[src/rtl/audio_note_player.sv]
// Note player: times each sequencer note, pulses counter_done, and synthesizes a square-wave tone.
// Optional AUDIO_NOTE_GAP_EN silences the last NOTE_CYCLES/8 cycles of every note.
module audio_note_player #(
    parameter int                 NOTE_CYCLES = 12_500_000,
    parameter logic signed [15:0] AMPLITUDE   = 16'sd8000
) (
    input  logic               clk,
    input  logic               reset,
    input  logic               enable_note,
    input  logic [6:0]         note,
    output logic               counter_done,
    output logic               note_active,
    output logic               tone_level,
    output logic signed [15:0] sample
);

    localparam int DW = $clog2(NOTE_CYCLES);
    localparam logic [DW-1:0] LAST = DW'(NOTE_CYCLES - 1);
    localparam logic [DW-1:0] PRE  = DW'(NOTE_CYCLES - 2);
`ifdef AUDIO_NOTE_GAP_EN
    localparam logic [DW-1:0] GAP_START = DW'(NOTE_CYCLES - NOTE_CYCLES / 8);
`endif

    typedef enum logic {IDLE, PLAY} state_t;

    state_t      state_q, state_n;
    logic [DW-1:0] dur_q, dur_n;
    logic [17:0] phase_q, phase_n;
    logic [6:0]  note_q, note_n;
    logic        tone_q, tone_n;
    logic        done_n;
    logic        rest_n;
    logic        gap_n;
    logic        sound_n;
    logic [17:0] half_raw;
    logic [17:0] half;

    // Octave-3 half periods at 50 MHz; higher octaves shift right
    function automatic logic [17:0] base_half(input logic [3:0] p);
        logic [17:0] t;
        case (p)
            4'd0:    t = 18'd191113;
            4'd1:    t = 18'd180386;
            4'd2:    t = 18'd170262;
            4'd3:    t = 18'd160707;
            4'd4:    t = 18'd151686;
            4'd5:    t = 18'd143173;
            4'd6:    t = 18'd135135;
            4'd7:    t = 18'd127551;
            4'd8:    t = 18'd120395;
            4'd9:    t = 18'd113636;
            4'd10:   t = 18'd107258;
            4'd11:   t = 18'd101239;
            default: t = 18'd0;
        endcase
        return t;
    endfunction

    always_comb begin
        half_raw = base_half(note_q[3:0]) >> note_q[6:4];
        half     = (half_raw < 18'd2) ? 18'd2 : half_raw;
    end

    always_comb begin
        state_n = state_q;
        dur_n   = dur_q;
        phase_n = phase_q;
        note_n  = note_q;
        tone_n  = tone_q;
        done_n  = 1'b0;
        case (state_q)
            IDLE: begin
                if (enable_note) begin
                    state_n = PLAY;
                    note_n  = note;
                    dur_n   = '0;
                    phase_n = '0;
                    tone_n  = 1'b1;
                end
            end
            PLAY: begin
                if (!enable_note) begin
                    state_n = IDLE;
                    dur_n   = '0;
                    phase_n = '0;
                    tone_n  = 1'b0;
                end else if (note != note_q) begin
                    note_n  = note;
                    dur_n   = '0;
                    phase_n = '0;
                    tone_n  = 1'b1;
                end else begin
                    done_n = (dur_q == PRE);
                    dur_n  = (dur_q == LAST) ? '0 : dur_q + 1'b1;
                    if (phase_q == half - 18'd1) begin
                        phase_n = '0;
                        tone_n  = ~tone_q;
                    end else begin
                        phase_n = phase_q + 18'd1;
                    end
                end
            end
        endcase
    end

    always_comb begin
        rest_n = (note_n[3:0] >= 4'd12);
`ifdef AUDIO_NOTE_GAP_EN
        gap_n = (dur_n >= GAP_START);
`else
        gap_n = 1'b0;
`endif
        sound_n = (state_n == PLAY) && !rest_n && !gap_n;
    end

    always_ff @(posedge clk or posedge reset) begin
        if (reset) begin
            state_q      <= IDLE;
            dur_q        <= '0;
            phase_q      <= '0;
            note_q       <= '0;
            tone_q       <= 1'b0;
            counter_done <= 1'b0;
            note_active  <= 1'b0;
            tone_level   <= 1'b0;
            sample       <= '0;
        end else begin
            state_q      <= state_n;
            dur_q        <= dur_n;
            phase_q      <= phase_n;
            note_q       <= note_n;
            tone_q       <= tone_n;
            counter_done <= done_n;
            note_active  <= (state_n == PLAY);
            tone_level   <= sound_n & tone_n;
            sample       <= sound_n ? (tone_n ? AMPLITUDE : -AMPLITUDE) : 16'sd0;
        end
    end

endmodule

[config.mk]
export PLATFORM = sky130hd
export DESIGN_NAME = audio_note_player
export DESIGN_NICKNAME = d
export VERILOG_FILES = /design/src/rtl/audio_note_player.sv
export SDC_FILE = /design/constraint.sdc
export NUM_CORES = 1
export LEC_CHECK = 0
export BUFFER_PORTS_ARGS = -buffer_cell sky130_fd_sc_hd__buf_2
export CORE_MARGIN = 2
export CORE_UTILIZATION = 33
export CTS_CLUSTER_DIAMETER = 150
export CTS_CLUSTER_SIZE = 25
export DETAILED_ROUTE_END_ITERATION = 10
export MAX_ROUTING_LAYER = met4
export PLACE_DENSITY = 0.53
export REMOVE_ABC_BUFFERS = 1
export SLEW_MARGIN = 10
export SYNTH_ARGS = -nofsm -noshare
export SYNTH_HDL_FRONTEND = slang
export SYNTH_SLANG_ARGS = --single-unit
[constraint.sdc]
create_clock -name clk -period 13.02 [get_ports clk]
set_input_delay 1.953 -clock clk [delete_from_list [all_inputs] [get_ports clk]]
set_output_delay 1.953 -clock clk [all_outputs]
set_load 0.02 [all_outputs]
==> out/results.ini <==
[global_route]
grt_overflow = 0
grt_pass1_vias = 4677
antenna_found_initial = 0
grt_max_degree = 56
grtUsageTotal_pct = 17.52
grt_pass1_wl_um = 24940

[synth]
synthCells = 714
yosys_warnings = 0
synthAdderAreaFrac_pct = 2.902
seq_area_frac_synth_pct = 24.94
ys_seq_elements = 55
ys_top_cells_by_area = dfrtp_1, nand2_1, o21ai_0, and3_1, nand3_1
yosysTopAreaCell = dfrtp_1
synthDistinctLibCells = 83
syn-cell-area_um2 = 5518
postSynthAreaPerCell_um2 = 7.728
synth_xor_area_share_pct = 3.492
async_reset_ff_share_pct = 100.0
synth-simple-area-share_pct = 29.16
synthMuxAreaShare_pct = 3.107
synth_top_area_share_pct = 24.94
synth_edf_count = 0
synth_top_family_by_area = simple AND/OR/NAND/NOR gates
ys.flop_type = dfrtp_1
synth_compound_area_share_pct = 28.21

[placed_design]
gp_congestion = 0.9208
dpl-instance-area_um2 = 5630
dpl.hpwl_um = 10910
port-buffer-count = 22
dpl_worst_slack_ns = 7.676

[sta]
min_period_over_period_pct = 41.86
tns_ns = 0
finalMaxSlewViolations = 0
post-route-min-period_ns = 5.451
setup_slack_ns = 7.569
tightest_slew_ns = 0.8177
final_hold_viol_count = 0
setup_viol = 0
clock_skew_ns = 0.01055
slew_headroom_pct = 45.31
rsz0062_at_grt = no
hold_ws_ns = 0.4777
fmax_ghz = 0.1835

[floorplanning]
chipWidth_um = 133.3
io_pins = 29
rows = 47
core_area_um2 = 16470
initial_core_util_pct = 33.51
die_h_um = 133.3
die-area_um2 = 17770

[final_layout]
num_antenna_cells = 0
postLayoutCellArea_um2 = 5778
fill_cells = 1745
drive_gt1_share_pct = 10.72
multi_input_area_um2 = 3719
nNetsFinal = 711
seqCellArea_um2 = 1376
syn2layout_area_growth_pct = 4.717

[drt]
drt_iter0_drc = 449
first_pass_iters = 5
wirelength_um = 15250
postRouteAntennaNets = 0
vias_per_cell = 5.867
drc = 0
wl_per_cell_um = 16.76
vias = 5339

[clocking]
numCtsBuffers = 5
cts_resized = 0
clk_latency_ns = 0.31
root_buffer = clkbuf_16
cts_sinks = 55
path_clk_slew_ns = 0.08
h-tree-depth = 2
holdBufCountCts = 0
cts_tree = yes
cts_buffer_depth = 2
post-cts-setup-buffers = 0

[critical_path]
start_kind = flip-flop
worst-path-max-fanout = 18
critPathBufInv = 2
crit_path_end_kind = flip-flop
crit_required_ns = 13.21
critPathArrivalTime_ns = 5.64
crit_chain = inv_1 > ha_1 > nand2b_1 > a31oi_1 > mux4_2 > a221oi_2 > inv_1 > ha_1 > xor2_1 > a211o_1 > nor4b_1 > nor4_1 > a2111oi_2 > nand4_4 > o311a_1 > o21a_1
critPathMaxStageDelay_ns = 0.68
path_class = reg -> reg
cp_slowest_cell = dfrtp_1
critPathTopFamily = compound AO/OA/AOI/OAI gates

[run]
cap_violations = 0

[power_and_ir_drop]
power.density_nw_per_um2 = 95.68
p_leak_nw = 2.365
ir_worst_vdd_mv = 0.09808

[outcome]
outcome = completed

[worst_hold_path]
hold_path_class = reg -> reg

-- sequential cells by signal, indices dropped and copies added (netlist names), named ones only --
signal        cells
counter_done      1
sample            2
dur_q            24
state_q           1
phase_q          18
tone_q            1
note_q            6
tone_level        1
-- layout by cell type (no fill, tap or decap), drive strengths merged, types with 18 or more instances in the layout --
| master | n |
|---|---|
| o21ai | 60 |
| buf | 31 |
| and3 | 28 |
| nand2 | 84 |
| a21oi | 20 |
| nand3 | 32 |
| nor3 | 30 |
| o31ai | 18 |
| nor2 | 41 |
| inv | 23 |
| dfrtp | 55 |
-- power by group --
part           internal (mW)  switching (mW)  total (mW)  leakage, nW
Sequential             0.174         0.00501       0.179        0.745
Combinational         0.0822           0.151       0.233         1.55
Clock                 0.0723          0.0685       0.141       0.0742
-- cell usage after synthesis (all sizes together), types with 14 or more instances --
library cell and instances:
nand2 84, o21ai 60, dfrtp 55, nor2 41
buf 38, nand3 32, clkbuf 30, nor3 30
and3 28, inv 22, a21oi 20, o31ai 18
or3 14
-- path summary, 6_finish.rpt --
path,startpoint,to,slack [ns],depth (start not counted)
worst max-delay path,flip-flop,sample[14],7.57,16
worst min-delay path,dur_q[12],dur_q[12],0.48,1
worst max register to register,flip-flop,sample[14],7.57,16
worst min register to register,dur_q[12],dur_q[12],0.48,1
max in group asynchronous,reset,phase_q[0],10.69,3
min in group asynchronous,reset,note_q[6],1.84,3
-- final cells by class --
| class | instances | area share, % |
|---|---|---|
| clock inverter | 3 | 0.3898 |
| sequential | 55 | 23.82 |
| tap | 220 | 4.764 |
| clock buffer | 5 | 2.165 |
| multi-input combinational | 574 | 64.36 |
| timing repair buffer | 31 | 3.075 |
| inverter | 22 | 1.429 |
-- logic make-up (layout without fill, tap and decap cells) --
group	Yosys count	count (layout)
AND/OR/NAND/NOR	303	303
AO/OA/AOI/OAI	215	215
buffers and inverters	90	61
flip-flops	55	55
XOR/XNOR	22	22
multiplexers	15	15
adder cells (fa/ha/maj)	13	13
other	1	6
-- stage by stage --
step	utilization (%)	power (mW)	instances
final	35.09	0.5528	910
after global routing	35.09	0.5876	910
after CTS	35.09	0.5557	910
after global placement	34.19	0.4099	902
after floorplan	-	0.3530	651
after detailed placement	34.19	0.4117	902
-- routing by layer --
layer | share of wire [%] | vias up | global-route usage, %
met4 | 1.3 | 0 | 3.842
met2 | 45 | 163 | 26.20
met5 | 0 | - | -
met1 | 48 | 2568 | 25.07
met3 | 5.2 | 17 | 2.588
li1 | - | 2591 | -
Note: power is estimated with default switching activity, not from simulation.
